## src/rtl/lcd_out_sched.sv

```systemverilog
// lcd_out_sched: sequences the LCD init list, then drains a character FIFO into the LCD controller.
// It tracks the cursor on a 2-line display and inserts line-change and clear commands as needed.
module lcd_out_sched #(
  parameter int DEPTH = 32,
  parameter int COLS  = 16
) (
  input  logic       clk,
  input  logic       rst,
  input  logic       s_rst,
  input  logic [7:0] ch_in,
  input  logic       ch_en,
  output logic       ch_full,
  input  logic       lcd_busy,
  output logic       lcd_wen,
  output logic [8:0] lcd_wdt,
  output logic       init_done,
  output logic [5:0] col,
  output logic       ovf
);
  localparam int AW = $clog2(DEPTH);
  localparam logic [AW:0] NFULL = (AW+1)'(DEPTH);
  localparam logic [5:0] C1 = 6'(COLS);
  localparam logic [5:0] C2 = 6'(2 * COLS);
  localparam logic [44:0] INIT_LIST = {9'h080, 9'h006, 9'h001, 9'h00C, 9'h038};
  typedef enum logic [1:0] {S_INIT, S_IDLE, S_ISSUE, S_GAP} state_t;
  typedef struct packed {
    logic [AW:0]   cnt;
    logic          full;
    logic [AW-1:0] wp;
    logic [AW-1:0] rp;
    logic          ovf;
    logic [44:0]   st;
    logic [2:0]    rem;
    logic [5:0]    ncol;
    logic [5:0]    col;
    logic          done;
    logic [8:0]    wdt;
  } dp_t;
  state_t state_q, state_d;
  dp_t dp_q, dp_d;
  logic [7:0] mem [DEPTH];
  logic push, pop, pr, lo;
  logic [7:0] c;
  logic [26:0] ps;
  logic [2:0] pn;
  logic [5:0] pcol;
  always_ff @(posedge clk or posedge rst)
    if (rst) state_q <= S_INIT;
    else state_q <= state_d;
  always_comb begin
    state_d = state_q;
    case (state_q)
      S_INIT:  state_d = S_ISSUE;
      S_IDLE:  state_d = pop ? S_ISSUE : S_IDLE;
      S_ISSUE: state_d = lcd_busy ? S_ISSUE : S_GAP;
      S_GAP:   state_d = (dp_q.rem != 3'd1 || pop) ? S_ISSUE : S_IDLE;
    endcase
    if (s_rst) state_d = S_INIT;
  end
  // a finished step list may pop the next char straight from GAP, giving one write per two cycles
  always_comb begin
    lcd_wen = state_q == S_ISSUE && !lcd_busy && !s_rst;
    pop = !s_rst && dp_q.cnt != '0 &&
          (state_q == S_IDLE || (state_q == S_GAP && dp_q.rem == 3'd1 && dp_q.done));
    push = ch_en && !dp_q.full && !s_rst;
  end
  // step list is built from the cursor the previous char will leave behind
  always_comb begin
    c = mem[dp_q.rp];
    pr = c != 8'h0A && c != 8'h0D;
    lo = dp_q.ncol < C1;
    ps = {18'd0, 1'b1, c};
    pn = 3'd1;
    pcol = dp_q.ncol + 6'd1;
    if (pr && dp_q.ncol == C2) begin
      ps = {1'b1, c, 9'h080, 9'h001}; pn = 3'd3; pcol = 6'd1;
    end else if (pr && dp_q.ncol == C1) begin
      ps = {9'd0, 1'b1, c, 9'h0C0}; pn = 3'd2; pcol = C1 + 6'd1;
    end else if (c == 8'h0A) begin
      ps = lo ? {18'd0, 9'h0C0} : {9'd0, 9'h080, 9'h001};
      pn = lo ? 3'd1 : 3'd2;
      pcol = lo ? C1 : 6'd0;
    end else if (c == 8'h0D) begin
      ps = {18'd0, lo ? 9'h080 : 9'h0C0};
      pcol = lo ? 6'd0 : C1;
    end
  end
  always_comb begin
    dp_d = dp_q;
    dp_d.cnt = dp_q.cnt + (AW+1)'(push) - (AW+1)'(pop);
    dp_d.full = dp_d.cnt == NFULL;
    if (push) dp_d.wp = dp_q.wp + AW'(1);
    if (pop) dp_d.rp = dp_q.rp + AW'(1);
    if (ch_en && dp_q.full) dp_d.ovf = 1'b1;
    if (lcd_wen) dp_d.wdt = dp_q.st[8:0];
    if (state_q == S_INIT) begin
      dp_d.st = INIT_LIST; dp_d.rem = 3'd5; dp_d.ncol = '0;
    end
    if (state_q == S_GAP) begin
      if (dp_q.rem == 3'd1) begin
        dp_d.col = dp_q.ncol; dp_d.done = 1'b1;
      end else begin
        dp_d.st = dp_q.st >> 9; dp_d.rem = dp_q.rem - 3'd1;
      end
    end
    if (pop) begin
      dp_d.st = {18'd0, ps}; dp_d.rem = pn; dp_d.ncol = pcol;
    end
    if (s_rst) dp_d = '0;
  end
  always_ff @(posedge clk or posedge rst)
    if (rst) dp_q <= '0;
    else dp_q <= dp_d;
  always_ff @(posedge clk)
    if (push) mem[dp_q.wp] <= ch_in;
  assign ch_full = dp_q.full;
  assign lcd_wdt = lcd_wen ? dp_q.st[8:0] : dp_q.wdt;
  assign init_done = dp_q.done;
  assign col = dp_q.col;
  assign ovf = dp_q.ovf;
endmodule

```

## config.mk

```make
export PLATFORM = sky130hd
export DESIGN_NAME = lcd_out_sched
export DESIGN_NICKNAME = d
export VERILOG_FILES = /design/src/rtl/lcd_out_sched.sv
export SDC_FILE = /design/constraint.sdc
export NUM_CORES = 1
export LEC_CHECK = 0
export ABC_AREA = 1
export CAP_MARGIN = 20
export CORE_MARGIN = 3
export CORE_UTILIZATION = 55
export DETAILED_ROUTE_END_ITERATION = 6
export GPL_TIMING_DRIVEN = 0
export PLACE_DENSITY_LB_ADDON = 0.15
export SYNTH_ARGS = -nofsm -noshare
export SYNTH_HDL_FRONTEND = slang
export SYNTH_SLANG_ARGS = --single-unit
```

## constraint.sdc

```tcl
create_clock -name clk -period 7.7 [get_ports clk]
set_input_delay 1.54 -clock clk [delete_from_list [all_inputs] [get_ports clk]]
set_output_delay 1.54 -clock clk [all_outputs]
set_load 0.01 [all_outputs]
```

==> results of run 1 <==
==> cells in the final DEF (no fill, tap or decap), types with 26 or more instances in the layout <==
cell type / netlist / final
nand2_1: 394 / 394
edfxtp_1: 256 / 256
nor2_1: 185 / 185
nand3_1: 141 / 141
o21ai_0: 101 / 101
inv_1: 94 / 93
dfrtp_1: 90 / 90
clkbuf_1: 29 / 38
clkbuf_16: 0 / 37
a21oi_1: 35 / 35
clkdlybuf4s50_1: 0 / 31
buf_2: 26 / 26
==> sequential cells by signal, indices dropped and copies added, names as in the netlist <==
| register | flops |
|---|---|
| col | 6 |
| ch_full | 1 |
| ovf | 1 |
| state_q | 2 |
| dp_q | 79 |
| mem | 256 |
| init_done | 1 |
==> stage by stage <==
stage | cell area [um2] | setup WS (ps) | cells | hold slack [ps] | utilization (%)
2_1_floorplan | 15310 | 3601 | 1511 | 481.6 | -
3_3_place_gp | 16080 | 2190 | 1914 | 476.7 | 59.19
3_5_place_dp | 16270 | 2200 | 1921 | 496.2 | 59.88
4_1_cts | 17400 | 2194 | 1984 | 509.8 | 64.01
5_1_grt | 17440 | 1986 | 1986 | 539.1 | 64.17
6_report | 17440 | 2204 | 1986 | 504.6 | 64.17
==> critical path: stages <==
cell             delay, ps
clkdlybuf4s50_1        480
clkbuf_1               520
nor2_1                 190
clkbuf_1               240
inv_1                  240
o21ai_0                150
inv_1                   80
clkdlybuf4s50_1        520
==> synthesized netlist by cell type, types with 17 or more instances <==
cell,n,share of area (%)
inv_1,94,2.3
buf_2,26,0.85
nor2_1,185,4.5
a21oi_1,35,1.1
nand3_1,141,4.6
dfrtp_1,90,15
edfxtp_1,256,50
nand2_1,394,9.7
o21ai_0,101,3.3
ha_1,17,1.4
clkbuf_1,29,0.71
o22ai_1,18,0.74
==> cell type report <==
class	instances	area, um2
flip-flops and latches	346	9940
fillers	2197	9738
multi-input cells	978	4522
clock buffers	50	1015
repair buffers	40	533.0
well taps	372	465.4
plain buffers	81	452.9
inverters	106	401.6
clock inverters	13	108.9
==> power by group <==
group          total, W  switching (W)  internal (W)
combinational  0.000506       0.000344      0.000161
clock           0.00168       0.000698      0.000984
sequential      0.00208      0.0000253       0.00205
total           0.00427        0.00107       0.00320
==> cell families (layout without fill, tap and decap cells) <==
| kind of cell | Yosys count | after routing |
|---|---|---|
| simple gates | 759 | 759 |
| flops | 346 | 346 |
| compound gates | 192 | 192 |
| buf+inv | 187 | 290 |
| fa+ha+maj | 18 | 18 |
| xor+xnor | 9 | 9 |
==> path summary, 6_finish.rpt <==
path | start | to | slack, ps | cells after the start
min in group asynchronous | rst | dp_q[1] | 1330 | 2
worst min register to register | ovf | ovf | 500 | 2
max in group asynchronous | rst | dp_q[45] | 5730 | 3
worst max-delay path | s_rst | lcd_wdt[8] | 2200 | 8
worst max register to register | dp_q[23] | ch_full | 4140 | 19
worst min-delay path | ovf | ovf | 500 | 2
==> routing by layer <==
| layer | vias to the layer above | wire length, um | track usage (%) |
|---|---|---|---|
| met1 | 5451 | 17740 | 42.18 |
| met4 | 0 | 1549 | 10.57 |
| met5 | - | 0 | 0 |
| met3 | 98 | 5239 | 6.236 |
| li1 | 5230 | - | - |
| met2 | 763 | 19130 | 43.17 |
==> impl_results.md, run 1 <==
- Num CTS Buffers: 35
- Routed WL: 43660 um
- Via count of the first global-routing pass: 10721
- Synthesized cell area: 0.01531 mm2
- Unique masters post-synth: 39
- LEAKAGE: 7.090 nW
- Post-Synth XOR/XNOR Area: 0.5149%
- Clk root buf: clkbuf_16
- Worst setup EP type: primary output
- GP Congestion: 0.9421
- Largest net degree at the start of global routing: 71
- Req. time, crit path: 6160 ps
- Asr flop ratio synth: 26.01%
- Clock buffer depth: 3
- Die height: 172.8 um
- TritonCTS clock tree: built
- Worst Max-Slew Pin Slew: 983.2 ps
- WL/cell: 21.98 um
- IO Port Bufs: 31
- Total GRT Usage: 28.89%
- Register bit total from synthesis: 346
- Final setup fails: 0
- Min cycle time layout: 5496 ps
- PostCTS Resize Cnt: 0
- WS Path Type: primary input to primary output
- Power, Total: 0.004267 W
- DRT iter0 DRCs: 1668
- Initial antenna violation count: 0
- Post-CTS Setup Repair Bufs: 0
- Drc violations: 0
- CP startpoint kind: primary input
- Final ANT Viol Nets: 0
- Top FF cell, synth: edfxtp_1
- Synth Net Count: 1542
- Vias: 11542
- Clock-pin slew on the worst setup and hold paths: 60 ps
- Worst slew margin relative to its limit: 34.21%
- Fraction of layout cells with a size suffix above 1: 9.046%
- Type of the most critical hold path: flip-flop to flip-flop
- N_diodes: 0
- Synth-to-Final Area Change: 13.91%
- Fmax: 0.1819 GHz
- Clk sink count: 346
- Register area share after synthesis: 64.93%
- Synth Area in Compound Gates: 6.882%
- Avg Cell Area, Syn: 10.13 um2
- Detailed placement HPWL: 28820 um
- # nets final: 1619
- Maximum vdd drop: 198.7 uV
- Critical path peak fanout: 10
- Synth Area in Adders: 1.520%
- Post-route setup TNS: 0 ps
- Die area: 0.02987 mm2
- Outcome: complete, no violations
- Fin. max-slew vios: 0
- I/O pins: 32
- TritonRoute pass-1 iters: 6
- Via density: 5.812
- Data arrival, critical path: 3960 ps
- Post-synth EDFFs: 256
- Core outline area: 0.02718 mm2
- Post-synthesis simple-gate area fraction: 20.59%
- Fin Clk Skew: 19.32 ps
- Hold_buf cts: 0
- H-tree levels: 2
- Site Rows: 60
- Initial core utilization: 56.33%
- Max cap viols: 0
- Die W: 172.8 um
- RSZ-0062 raised after global routing: false
- Worst-Skew Late Latency: 520 ps
- Mux cell area share after synthesis: 0%
- PD cells: 244.7 mW/mm2
- Overflow after GRT: 0
- Largest family of logic cells by synthesized area: simple AND/OR/NAND/NOR gates
- Synth warnings: 0
- Tcrit/Tclk final: 71.38%
- Mapped Cells: 1511
- Global-route wire length before repair: 65060 um
- Fin. Hold Viols: 0
Power figures use the tool's default switching activity.
==> inputs of run 2 (changes only) <==
clock period = 4.95 ns   (was 7.7 ns; I/O delays follow)
==> results of run 2 <==
Same layout as run 1 (identical final DEF). Status: complete, no violations.
Among the figures that moved: setup slack after placement 2200 ps -> 549.8 ps; setup slack after layout 2204 ps -> 553.7 ps; register-to-register setup slack 4140 ps -> 1390 ps; total power 0.004267 W -> 0.006638 W; worst IR drop on VDD 198.7 uV -> 309.0 uV
